`src/rtl/conv_idx_seq.sv`:
```
// Convolution index sequencer: walks output index k over the full-size length and
// issues every (x,y) operand address pair to the MAC, then one Z result write per k.
module conv_idx_seq (
   input  logic       clk,
   input  logic       rst,
   input  logic       start_i,
   input  logic [4:0] sizex_i,
   input  logic [4:0] sizey_i,
   input  logic [5:0] size_full_i,
   input  logic       ready_i,
   output logic       valid_o,
   output logic [4:0] memx_addr_o,
   output logic [4:0] memy_addr_o,
   output logic       first_o,
   output logic       z_wr_o,
   output logic [5:0] memz_addr_o,
   output logic       busy_o,
   output logic       done_o,
   output logic       err_o
);

   typedef enum logic [2:0] {IDLE, LOAD, SCAN, WRITE, DONE} state_t;

   state_t     state, state_n;
   logic [4:0] sx, sx_n, sy, sy_n;
   logic [5:0] sf, sf_n;
   logic [5:0] k, k_n, j, j_n;
   logic       err_n;
   logic [5:0] chk;
   logic [5:0] diff_n;

   logic       valid_n, first_n, z_wr_n, busy_n, done_n;
   logic [4:0] memx_n, memy_n;
   logic [5:0] memz_n;

   // Lowest y index contributing to output k: max(0, k-(sx-1)), never wraps.
   function automatic logic [5:0] jmin_f(input logic [5:0] kk, input logic [4:0] s);
      logic [5:0] sm1;
      sm1 = {1'b0, s} - 6'd1;
      return (kk > sm1) ? (kk - sm1) : 6'd0;
   endfunction

   // Highest y index contributing to output k: min(k, sy-1).
   function automatic logic [5:0] jmax_f(input logic [5:0] kk, input logic [4:0] s);
      logic [5:0] sm1;
      sm1 = {1'b0, s} - 6'd1;
      return (kk < sm1) ? kk : sm1;
   endfunction

   assign chk = {1'b0, sx} + {1'b0, sy} - 6'd1;

   always_comb begin
      state_n = state;
      sx_n    = sx;
      sy_n    = sy;
      sf_n    = sf;
      k_n     = k;
      j_n     = j;
      err_n   = err_o;

      unique case (state)
         IDLE: begin
            if (start_i) begin
               sx_n    = sizex_i;
               sy_n    = sizey_i;
               sf_n    = size_full_i;
               err_n   = 1'b0;
               state_n = LOAD;
            end
         end
         LOAD: begin
            if (sx == 5'd0 || sy == 5'd0) begin
               state_n = DONE;
            end else if (sf != chk) begin
               err_n   = 1'b1;
               state_n = DONE;
            end else begin
               k_n     = 6'd0;
               j_n     = 6'd0;
               state_n = SCAN;
            end
         end
         SCAN: begin
            if (valid_o && ready_i) begin
               if (j == jmax_f(k, sy)) state_n = WRITE;
               else                    j_n     = j + 6'd1;
            end
         end
         WRITE: begin
            if (k == sf - 6'd1) begin
               state_n = DONE;
            end else begin
               k_n     = k + 6'd1;
               j_n     = jmin_f(k + 6'd1, sx);
               state_n = SCAN;
            end
         end
         DONE:    state_n = IDLE;
         default: state_n = IDLE;
      endcase

      // Outputs are derived from the next state so they come straight out of flops;
      // while stalled k/j are unchanged, so the pair presented stays stable.
      diff_n  = k_n - j_n;
      valid_n = (state_n == SCAN);
      memx_n  = valid_n ? diff_n[4:0] : 5'd0;
      memy_n  = valid_n ? j_n[4:0] : 5'd0;
      first_n = valid_n && (j_n == jmin_f(k_n, sx_n));
      z_wr_n  = (state_n == WRITE);
      memz_n  = z_wr_n ? k_n : 6'd0;
      busy_n  = (state_n == LOAD) || (state_n == SCAN) || (state_n == WRITE);
      done_n  = (state_n == DONE);
   end

   always_ff @(posedge clk or posedge rst) begin
      if (rst) begin
         state       <= IDLE;
         sx          <= '0;
         sy          <= '0;
         sf          <= '0;
         k           <= '0;
         j           <= '0;
         err_o       <= 1'b0;
         valid_o     <= 1'b0;
         memx_addr_o <= '0;
         memy_addr_o <= '0;
         first_o     <= 1'b0;
         z_wr_o      <= 1'b0;
         memz_addr_o <= '0;
         busy_o      <= 1'b0;
         done_o      <= 1'b0;
      end else begin
         state       <= state_n;
         sx          <= sx_n;
         sy          <= sy_n;
         sf          <= sf_n;
         k           <= k_n;
         j           <= j_n;
         err_o       <= err_n;
         valid_o     <= valid_n;
         memx_addr_o <= memx_n;
         memy_addr_o <= memy_n;
         first_o     <= first_n;
         z_wr_o      <= z_wr_n;
         memz_addr_o <= memz_n;
         busy_o      <= busy_n;
         done_o      <= done_n;
      end
   end

endmodule
```
`config.mk`:
```
export PLATFORM = sky130hd
export DESIGN_NAME = conv_idx_seq
export DESIGN_NICKNAME = d
export VERILOG_FILES = /design/src/rtl/conv_idx_seq.sv
export SDC_FILE = /design/constraint.sdc
export NUM_CORES = 1
export LEC_CHECK = 0
export BUFFER_PORTS_ARGS = -buffer_cell sky130_fd_sc_hd__buf_2
export CORE_UTILIZATION = 64
export DETAILED_ROUTE_END_ITERATION = 8
export HOLD_SLACK_MARGIN = 0.1
export PLACE_DENSITY = 0.82
export SYNTH_ARGS = -nofsm -noshare
export SYNTH_HDL_FRONTEND = slang
export SYNTH_SLANG_ARGS = --single-unit
```
`constraint.sdc`:
```
create_clock -name clk -period 7.15 [get_ports clk]
set_input_delay 0.3575 -clock clk [delete_from_list [all_inputs] [get_ports clk]]
set_output_delay 0.3575 -clock clk [all_outputs]
set_load 0.02 [all_outputs]
```
* Word-level counts from Yosys, hierarchy flattened *
Cells that the tools add are included.

storage, ports and cells
  bits in registers = 53
  input port bits = 20

cells by class
  add/subtract/negate cells = 11
  reductions and logical operators = 11
  eq/ne operators = 14
  $lt $le $gt $ge = 3
  muxes and demuxes = 29

operators with widths
  kind                   count
  $mux W6                12
  $mux W5                4
  $eq A6 B6 Y1           3
  $mux W3                6
  $pmux W6 S3            1
  $sub A5 B1 Y6 const B  3
  $add A6 B1 Y6 const B  2
  $eq A3 B2 Y1 const B   4
  $gt A6 B6 Y1           2
  $pmux W3 S4            1
  $pmux W6 S2            1
  $sub A6 B1 Y6 const B  2
  $sub A6 B6 Y6          2
  $logic_not A5 Y1       2
  $add A5 B5 Y6          1
  $eq A3 B1 Y1 const B   2
  $lt A6 B6 Y1           1
  $ne A2 B2 Y1 const B   3
  $ne A6 B6 Y1           1
  $sub A5 B5 Y5          1
  $reduce_and A4 Y1      1
  $eq A3 B3 Y1 const B   1
  $logic_not A3 Y1       1
  $logic_or A1 B1 Y1     3
  5 further kinds        8

* Longest topological paths before layout *
Gate-level depths: netlist (run 1).

  word-level depth = 10
  mapped depth = 24

* Least setup slack after synthesis (run 1) *
Ideal clock, no wire load.

  kind = register -> register
  from = register sy[1]
  to = register first_o
  slack = 2.324 ns
  data arrival time = 4.739 ns
  cell stages (with the launch flop) = 25
  buffers on the path = 1
  clock period less this slack = 4.826 ns
  required time = 7.063 ns
  path through = dfrtp_1 > inv_1 > ha_1 > inv_1 > ha_1 > fa_1 > a21o_1 > a21oi_1 > xnor2_1 > nand4_1 > a21o_1 > buf_6 > a22oi_1 > inv_1 > ha_1 > a21oi_1 > o21bai_1 > nand3_1 > a211oi_1 > a211o_1 > xnor2_1 > nor2_1 > or4b_1 > o2bb2ai_1 > a211oi_2

between the ends
  longest elaborated chain between the ends = 10

ends and longest elaborated chain
  item                                                  line  RTL
  start, declared                                       25    logic [4:0] sx, sx_n, sy, sy_n;
  start signal, assigned                                135   sy <= sy_n;
  $add A5 B5 Y6                                         50    assign chk = {1'b0, sx} + {1'b0, sy} - 6'd1;
  $sub A6 B1 Y6                                         50
  $ne A6 B6 Y1                                          74    end else if (sf != chk) begin
  $mux W6                                               74
  $mux W6 (*)                                           72    if (sx == 5'd0 || sy == 5'd0) begin
  $pmux W6 S2 (*)                                       61    unique case (state)
  net k_n[1]                                            27    logic [5:0] k, k_n, j, j_n;
  $sub A6 B6 Y6 / $gt A6 B6 Y1 (equally long branches)  40    return (kk > sm1) ? (kk - sm1) : 6'd0;
  $mux W6 (*)                                           40
  $eq A6 B6 Y1 (*)                                      108   first_n = valid_n && (j_n == jmin_f(k_n, sx_n));
  $logic_and A1 B1 Y1 (*)                               108
  net first_n                                           32    logic valid_n, first_n, z_wr_n, busy_n, done_n;
  end signal, assigned                                  143   first_o <= first_n;
  end, declared                                         14    output logic first_o,

The timed path passes the listed nets; every way through them passes the cells marked *.
A chain may end at the register's enable or synchronous reset.

* Worst setup path after layout (run 1) *
Same ends and word-level chain as after synthesis.

==> results of run 1 <==
-- synth_stat cells, types with 2 or more instances --
library cell,instances
dfrtp_1,53
inv_1,47
nor2_1,42
ha_1,36
nand2_1,26
xnor2_1,25
xor2_1,19
a21oi_1,17
o21ai_0,14
a21o_1,12
nand3_1,12
nor3_1,9
and2_1,7
buf_2,7
nand2b_1,7
and3_1,6
o21ai_1,5
or3_1,5
clkbuf_1,4
fa_1,4
nand4_1,4
nor2b_1,4
a22oi_1,3
a31oi_1,3
mux2_2,3
mux2i_1,3
nand4b_1,3
nor4b_1,3
o21a_1,3
a211o_1,2
a211oi_2,2
a221oi_1,2
nor3b_1,2
nor4_1,2
nor4_2,2
o221ai_2,2
o311a_1,2
-- logic make-up after synthesis --
family	after synthesis	synth area share, %
mux	7	1.875
simple gates	144	19.25
flops	53	33.12
xor+xnor	46	10.59
buf+inv	60	6.031
fa+ha+maj	40	13.25
compound gates	85	15.88
-- worst min path at each step --
stage | end | depth (start not counted) | slack, ns | startpoint
finish | done_o | 3 | 0.22 | rst
global route | sy[1] | 3 | 0.26 | sizey_i[1]
CTS | done_o | 3 | 0.24 | rst
detailed placement | err_o | 2 | 0.49 | err_o
global placement | err_o | 2 | 0.47 | err_o
floorplan | sf[0] | 2 | 0.47 | size_full_i[0]
-- metal layers --
layer / vias to the layer above / track usage (%) / wire [um]
met5: - / 0 / 0
li1: 1579 / - / -
met3: 14 / 3.596 / 402
met4: 0 / 7.679 / 100
met1: 1569 / 40.72 / 4202
met2: 102 / 53.03 / 4474
-- cell type report --
| cell class | instances | area (um2) |
|---|---|---|
| timing repair buffer | 43 | 220.2 |
| inverter | 48 | 180.2 |
| clock inverter | 2 | 38.79 |
| fill | 433 | 1627 |
| clock buffer | 5 | 68.82 |
| multi-input combinational | 322 | 2436 |
| tap | 75 | 93.84 |
| sequential | 53 | 1326 |
-- worst reg2reg max path: stages (launching register included) --
cell       delay, ns
dfrtp_1         0.40
inv_1           0.09
ha_1            0.28
inv_1           0.04
ha_1            0.21
fa_1            0.40
a21o_1          0.17
a21oi_1         0.18
xnor2_1         0.17
nand4_1         0.21
a21o_1          0.35
a22oi_1         0.55
inv_1           0.20
ha_1            0.36
a21oi_1         0.15
o21bai_1        0.13
nand3_1         0.11
a211oi_1        0.05
a211o_1         0.30
xnor2_1         0.25
nor2_1          0.09
or4b_1          0.51
o2bb2ai_1       0.15
a211oi_2        0.23
-- registers in the layout, summed over array words and instances, names as in the netlist --
name	count
memy_addr_o	5
busy_o	1
state	3
done_o	1
sx	5
valid_o	1
sf	6
k	6
sy	5
j	6
memz_addr_o	6
z_wr_o	1
first_o	1
memx_addr_o	5
err_o	1
-- through the flow --
step           utilization (%)  hold WS, ns
2_1_floorplan                -       0.4743
3_3_place_gp             71.05       0.4713
3_5_place_dp             71.05       0.4864
4_1_cts                  72.85       0.2386
5_1_grt                  72.85       0.2612
6_report                 72.85       0.2212
==> flow_summary.json, run 1 <==
{
  "portBuffers": 41,
  "timing.rr.start": "sy[1]",
  "ant_nets": 0,
  "period_share_pct": 79.56,
  "placed_cell_area_um2": 4257,
  "crit_path_max_incr_delay_ns": 0.55,
  "cp_max_fo": 9,
  "htree_levels": 2,
  "insertion_delay_ns": 0.31,
  "clock.fmax_mhz": 175.8,
  "synth_top_area_share_pct": 33.13,
  "critPathTopFamily": "compound AO/OA/AOI/OAI gates",
  "slew_headroom_pct": 32.98,
  "final_cell_mix": "dfrtp_1, inv_1, nor2_1",
  "place_congestion": 0.9260,
  "crit_buf_inv": 3,
  "worstSetupStartpointType": "register",
  "critPathSlowestCell": "a22oi_1",
  "yosysWarnings": 0,
  "arrival_ns": 5.91,
  "postCtsHoldBufs": 0,
  "hold_violations": 0,
  "layout_min_cycle_time_ns": 5.688,
  "hp-class": "in -> async",
  "drtIter0Drc": 262,
  "finalClockSkew_ns": 0.008375,
  "syn2layout_area_growth_pct": 9.000,
  "rsz0062_at_grt": "no",
  "grt_pass1_vias": 3223,
  "syn_area_um2": 4004,
  "cts_tree": "yes",
  "layoutNonFillerInstCount": 548,
  "cts_buffers": 5,
  "synth_ff_type": "dfrtp_1",
  "drc": 0,
  "antennaDiodeCount": 0,
  "num_vias": 3264,
  "ys_seq_elements": 53,
  "syn_inst": 435,
  "core_um2": 5991,
  "dp_hpwl_mm": 6.951,
  "antenna_found_initial": 0,
  "worst_pin_slew_ns": 0.9897,
  "die_y_um": 81.10,
  "clkTransAtPathRegs_ns": 0.10,
  "rrSetupSlack_ns": 1.46,
  "synth_top_area_cell": "dfrtp_1",
  "final_common_cell": "dfrtp_1",
  "fin_ws_ns": 1.462,
  "synth_edf_count": 0,
  "die_area_um2": 6576,
  "io_pins": 42,
  "synth.top_cells.by_area": "dfrtp_1, ha_1, xnor2_1",
  "avgSynthCellArea_um2": 9.204,
  "post-route-cell-area_um2": 4364,
  "timing.rr.end": "first_o",
  "track_usage_pct": 30.66,
  "crit_cells": 23,
  "crit_path_end_kind": "register",
  "fp-row-count": 28,
  "layout.nets": 533,
  "maxSlewViolCount": 0,
  "status": "complete, no violations",
  "path_cells": "inv_1, ha_1, inv_1, ha_1, fa_1, a21o_1, a21oi_1, xnor2_1, nand4_1, a21o_1, a22oi_1, inv_1, ha_1, a21oi_1, o21bai_1, nand3_1, a211oi_1, a211o_1, xnor2_1, nor2_1, or4b_1, o2bb2ai_1, a211oi_2",
  "firstDrtPassIters": 5,
  "worstRegToRegCells": 23,
  "drive_above_1_share_pct": 14.80,
  "post-place-ws_ns": 1.511,
  "wl_mm": 9.179,
  "grt_first_pass_wirelength_mm": 15.26,
  "synthesis.nets": 495,
  "cts_root_buffer": "clkbuf_8",
  "grt_max_degree": 54,
  "start_util_pct": 66.83,
  "ys_seq_area_share_pct": 33.13,
  "postCtsSetupBuffers": 0,
  "drv_cap": 0,
  "yosysUniqueCellTypes": 70,
  "setup_viol": 0,
  "critical_path_class": "reg -> reg",
  "fin_tns_setup_ns": 0,
  "clockBufferDepth": 2,
  "viasPerCell": 5.956,
  "synth_async_sr_flop_share_pct": 100.0,
  "critical_path_required_ns": 7.37,
  "crit_path_start": "sy[1]",
  "overflow": 0,
  "cp-endpoint": "first_o",
  "die_w_um": 81.10,
  "cts_num_sinks": 53,
  "wl_per_cell_um": 16.75,
  "placedCellCount": 541,
  "cts-resized-gates": 0
}
Power of run 1 is not shown: default switching activity piles up to over one toggle a cycle in this logic, so the estimate is an artifact.
==> inputs of run 2 (changes only) <==
--- a/config.mk
+++ b/config.mk
@@ -6,10 +6,10 @@
 export NUM_CORES = 1
 export LEC_CHECK = 0
 export BUFFER_PORTS_ARGS = -buffer_cell sky130_fd_sc_hd__buf_2
-export CORE_UTILIZATION = 64
+export CORE_UTILIZATION = 60
 export DETAILED_ROUTE_END_ITERATION = 8
 export HOLD_SLACK_MARGIN = 0.1
-export PLACE_DENSITY = 0.82
+export PLACE_DENSITY = 0.77
 export SYNTH_ARGS = -nofsm -noshare
 export SYNTH_HDL_FRONTEND = slang
 export SYNTH_SLANG_ARGS = --single-unit
==> constraint.sdc (replaced) <==
create_clock -name clk -period 5.7 [get_ports clk]
set_input_delay 0.285 -clock clk [delete_from_list [all_inputs] [get_ports clk]]
set_output_delay 0.285 -clock clk [all_outputs]
set_load 0.02 [all_outputs]
==> flow_summary.json, run 2 (synthesized netlist as in run 1, its figures left out) <==
{
  "status": "complete, no violations",
  "clkTransAtPathRegs_ns": 0.10,
  "crit_buf_inv": 2,
  "track_usage_pct": 28.74,
  "die_w_um": 83.69,
  "maxSlewViolCount": 0,
  "num_vias": 3293,
  "setup_viol": 0,
  "clock.fmax_mhz": 184.4,
  "grt_pass1_vias": 3291,
  "holdWs_ns": 0.1409,
  "ant_nets": 0,
  "grt_first_pass_wirelength_mm": 16.00,
  "worstRegToRegCells": 21,
  "dp_hpwl_mm": 7.266,
  "hp-class": "in -> async",
  "drive_above_1_share_pct": 15.34,
  "worstSetupStartpointType": "register",
  "wl_mm": 9.585,
  "layout_min_cycle_time_ns": 5.424,
  "rrSetupSlack_ns": 0.28,
  "die_area_um2": 7004,
  "grt_max_degree": 54,
  "core_um2": 6386,
  "crit_cells": 21,
  "hold_violations": 0,
  "arrival_ns": 5.65,
  "syn2layout_area_growth_pct": 9.063,
  "post-route-cell-area_um2": 4367,
  "rsz0062_at_grt": "no",
  "insertion_delay_ns": 0.31,
  "fp-row-count": 29,
  "drtIter0Drc": 257,
  "wl_per_cell_um": 17.33,
  "portBuffers": 41,
  "antennaDiodeCount": 0,
  "cts_tree": "yes",
  "firstDrtPassIters": 4,
  "postCtsHoldBufs": 0,
  "clockBufferDepth": 2,
  "drc": 0,
  "timing.rr.end": "first_o",
  "crit_path_max_incr_delay_ns": 0.51,
  "place_congestion": 0.9572,
  "path_cells": "inv_1, ha_1, inv_1, ha_1, fa_1, a21o_1, a21oi_1, xnor2_1, nand4_1, a21o_1, a21oi_1, ha_1, fa_1, nand3b_1, a211oi_2, a211oi_4, a221oi_4, o221ai_2, or4b_1, o2bb2ai_1, a211oi_2",
  "cts_num_sinks": 53,
  "period_share_pct": 95.15,
  "antenna_found_initial": 0,
  "start_util_pct": 62.70,
  "crit_path_start": "sx[1]",
  "placed_cell_area_um2": 4274,
  "final_common_cell": "dfrtp_1",
  "overflow": 0,
  "cp-endpoint": "first_o",
  "cts_root_buffer": "clkbuf_8",
  "finalClockSkew_ns": 0.006178,
  "crit_top_cell": "ha_1",
  "timing.rr.start": "sx[1]",
  "worst_pin_slew_ns": 0.8484,
  "critPathTopFamily": "compound AO/OA/AOI/OAI gates",
  "cts_buffers": 5,
  "critPathSlowestCell": "or4b_1",
  "crit_path_end_kind": "register",
  "viasPerCell": 5.955,
  "drv_cap": 0,
  "layout.nets": 535,
  "die_y_um": 83.69,
  "htree_levels": 2,
  "slew_headroom_pct": 43.20,
  "fin_tns_setup_ns": 0,
  "critical_path_required_ns": 5.93,
  "io_pins": 42,
  "cp_max_fo": 9,
  "final_cell_mix": "dfrtp_1, inv_1, nor2_1",
  "critical_path_class": "reg -> reg"
}
-- run 2: cell types whose count changed in the layout (fill, tap and decap cells not counted), sizes merged --
| cell | change |
|---|---|
| buf | +2 |
| clkinvlp | +2 |
| bufinv | -1 |
| clkbuf | +1 |
| inv | -1 |
-- run 2: layout make-up --
cell class / instances / area, um2
repair buffers: 45 / 235.2
inverters: 48 / 180.2
fillers: 528 / 2019
well taps: 77 / 96.34
clock inverters: 2 / 15.01
clock buffers: 6 / 72.57
multi-input cells: 322 / 2441
flip-flops and latches: 53 / 1326
-- run 2: worst min path at each step --
stage | endpoint | start | cells past startpoint
2_1_floorplan | sf[0] | size_full_i[0] | 2
3_3_place_gp | err_o | err_o | 2
3_5_place_dp | err_o | err_o | 2
4_1_cts | memy_addr_o[0] | rst | 3
5_1_grt | memy_addr_o[0] | rst | 3
6_report | memy_addr_o[0] | rst | 3
-- run 2: through the flow --
stage / util (%) / worst slack [ns] / instances
detailed placement: 66.93 / 0.2674 / 545
finish: 68.38 / 0.2763 / 553
CTS: 68.30 / 0.2415 / 553
global route: 68.38 / 0.03585 / 553
global placement: 66.93 / 0.5277 / 545
floorplan: - / 0.8739 / 435
-- run 2: tightest hold or removal path, cell delays in order --
cell and delay (ns):
buf_2 0.10, inv_2 0.03, buf_4 0.54
-- run 2: per-layer routing --
layer  global-route usage, %  vias up  part of all wire [%]
met1                   39.18     1599                    46
met3                   3.759        8                   4.4
li1                        -     1582                     -
met5                       0        -                     0
met4                   7.704        0                  0.95
met2                   48.41      104                    49
-- run 2: repair_timing --
action                     CTS  global route
setup endpoints to repair    0             1
resized for setup            0             2
setup buffers                0             0
Power of run 2 is left out for the same reason.
==> inputs of run 3 (changes only) <==
--- a/config.mk
+++ b/config.mk
@@ -6,10 +6,10 @@
 export NUM_CORES = 1
 export LEC_CHECK = 0
 export BUFFER_PORTS_ARGS = -buffer_cell sky130_fd_sc_hd__buf_2
-export CORE_UTILIZATION = 60
+export CORE_UTILIZATION = 59
 export DETAILED_ROUTE_END_ITERATION = 8
 export HOLD_SLACK_MARGIN = 0.1
-export PLACE_DENSITY = 0.77
+export PLACE_DENSITY = 0.76
 export SYNTH_ARGS = -nofsm -noshare
 export SYNTH_HDL_FRONTEND = slang
 export SYNTH_SLANG_ARGS = --single-unit
==> flow_summary.json, run 3 (synthesized netlist as in run 1, its figures left out) <==
{
  "status": "finished with violations",
  "violations": "DRC",
  "critPathSlowestCell": "or4b_1",
  "postCtsHoldBufs": 0,
  "drc": 7,
  "die_area_um2": 7120,
  "firstDrtPassIters": 9,
  "rsz0062_at_grt": "no",
  "drv_cap": 0,
  "drive_above_1_share_pct": 15.69,
  "cts-resized-gates": 0,
  "portBuffers": 41,
  "slew_headroom_pct": 52.21,
  "fillers": 543,
  "critPathTopFamily": "compound AO/OA/AOI/OAI gates",
  "arrival_ns": 5.44,
  "finalClockSkew_ns": 0.009333,
  "overflow": 0,
  "core_um2": 6459,
  "post-route-cell-area_um2": 4380,
  "grt_pass1_vias": 3398,
  "drtIter0Drc": 189,
  "critical_path_required_ns": 5.93,
  "crit_path_max_incr_delay_ns": 0.48,
  "grt_max_degree": 54,
  "track_usage_pct": 29.07,
  "htree_levels": 2,
  "antenna_found_initial": 0,
  "insertion_delay_ns": 0.31,
  "crit_buf_inv": 3,
  "fp-row-count": 29,
  "holdWs_ns": 0.1483,
  "layout.nets": 537,
  "maxSlewViolCount": 0,
  "worstRegToRegCells": 21,
  "post-place-ws_ns": 0.3953,
  "fin_tns_setup_ns": 0,
  "cts_root_buffer": "clkbuf_8",
  "final_cell_mix": "dfrtp_1, inv_1, nor2_1",
  "rrSetupSlack_ns": 0.49,
  "ant_nets": 0,
  "layout_min_cycle_time_ns": 5.214,
  "hold_violations": 0,
  "dp_hpwl_mm": 7.351,
  "worstSetupStartpointType": "register",
  "cts_num_sinks": 53,
  "critical_path_class": "reg -> reg",
  "die_w_um": 84.38,
  "cp_max_fo": 9,
  "clockBufferDepth": 2,
  "crit_path_end_kind": "register",
  "clock.fmax_mhz": 191.8,
  "postCtsSetupBuffers": 0,
  "wl_mm": 9.464,
  "start_util_pct": 61.99,
  "final_common_cell": "dfrtp_1",
  "worst_pin_slew_ns": 0.7138,
  "cts_buffers": 5,
  "placed_cell_area_um2": 4289,
  "grt_first_pass_wirelength_mm": 16.19,
  "num_vias": 3287,
  "clkTransAtPathRegs_ns": 0.10,
  "wl_per_cell_um": 17.05,
  "period_share_pct": 91.47,
  "timing.rr.start": "sy[1]",
  "io_pins": 42,
  "setup_viol": 0,
  "cts_tree": "yes",
  "syn2layout_area_growth_pct": 9.406,
  "antennaDiodeCount": 0,
  "fin_ws_ns": 0.4863,
  "hp-class": "in -> async",
  "place_congestion": 0.9500,
  "viasPerCell": 5.923,
  "path_cells": "inv_1, ha_1, inv_1, ha_1, fa_1, a21o_1, a21oi_1, xnor2_1, nand4_1, a21o_1, o21ai_0, o21ai_0, ha_1, inv_1, nor3_1, a211oi_4, a221oi_4, o221ai_2, or4b_1, o2bb2ai_1, a211oi_2",
  "die_y_um": 84.38,
  "timing.rr.end": "first_o"
}
[run 3: changes by cell type in the layout (fill, tap and decap cells not counted), sizes merged]
cell      previous run  this run
clkinvlp             2         0
buf                 45        47
inv                 48        49
clkinv               0         1
[run 3: stage by stage]
stage | utilization (%) | instances
6_report | 67.82 | 555
5_1_grt | 67.82 | 555
4_1_cts | 67.75 | 555
3_5_place_dp | 66.41 | 547
3_3_place_gp | 66.41 | 547
2_1_floorplan | - | 435
[run 3: worst max path at each step]
stage	start	endpoint	slack (ns)	cells past startpoint
finish	sy[1]	first_o	0.49	21
global route	sy[0]	first_o	0.09	21
CTS	sy[1]	first_o	0.39	23
detailed placement	sy[1]	first_o	0.40	23
global placement	sy[1]	first_o	0.55	23
floorplan	sy[1]	first_o	0.87	24
[run 3: layer usage]
layer	global-route usage, %	routed length (um)	vias to the layer above
met5	0	0	-
met4	9.861	142	0
met2	50.00	4600	103
met3	3.933	458	15
li1	-	-	1590
met1	38.04	4263	1579
[run 3: cell type report]
cell class              instances  area (um2)  area share [%]
repair buffers                 47       250.2           5.713
flip-flops and latches         53        1326           30.28
well taps                      77       96.34           2.199
inverters                      48       180.2           4.113
multi-input cells             322        2441           55.73
clock buffers                   6       72.57           1.657
clock inverters                 2       13.76          0.3142
[run 3: tightest hold or removal path, cell delays in order]
cell and delay [ns]:
buf_2 0.10, inv_2 0.03, buf_4 0.54
Power of run 3 is left out for the same reason.
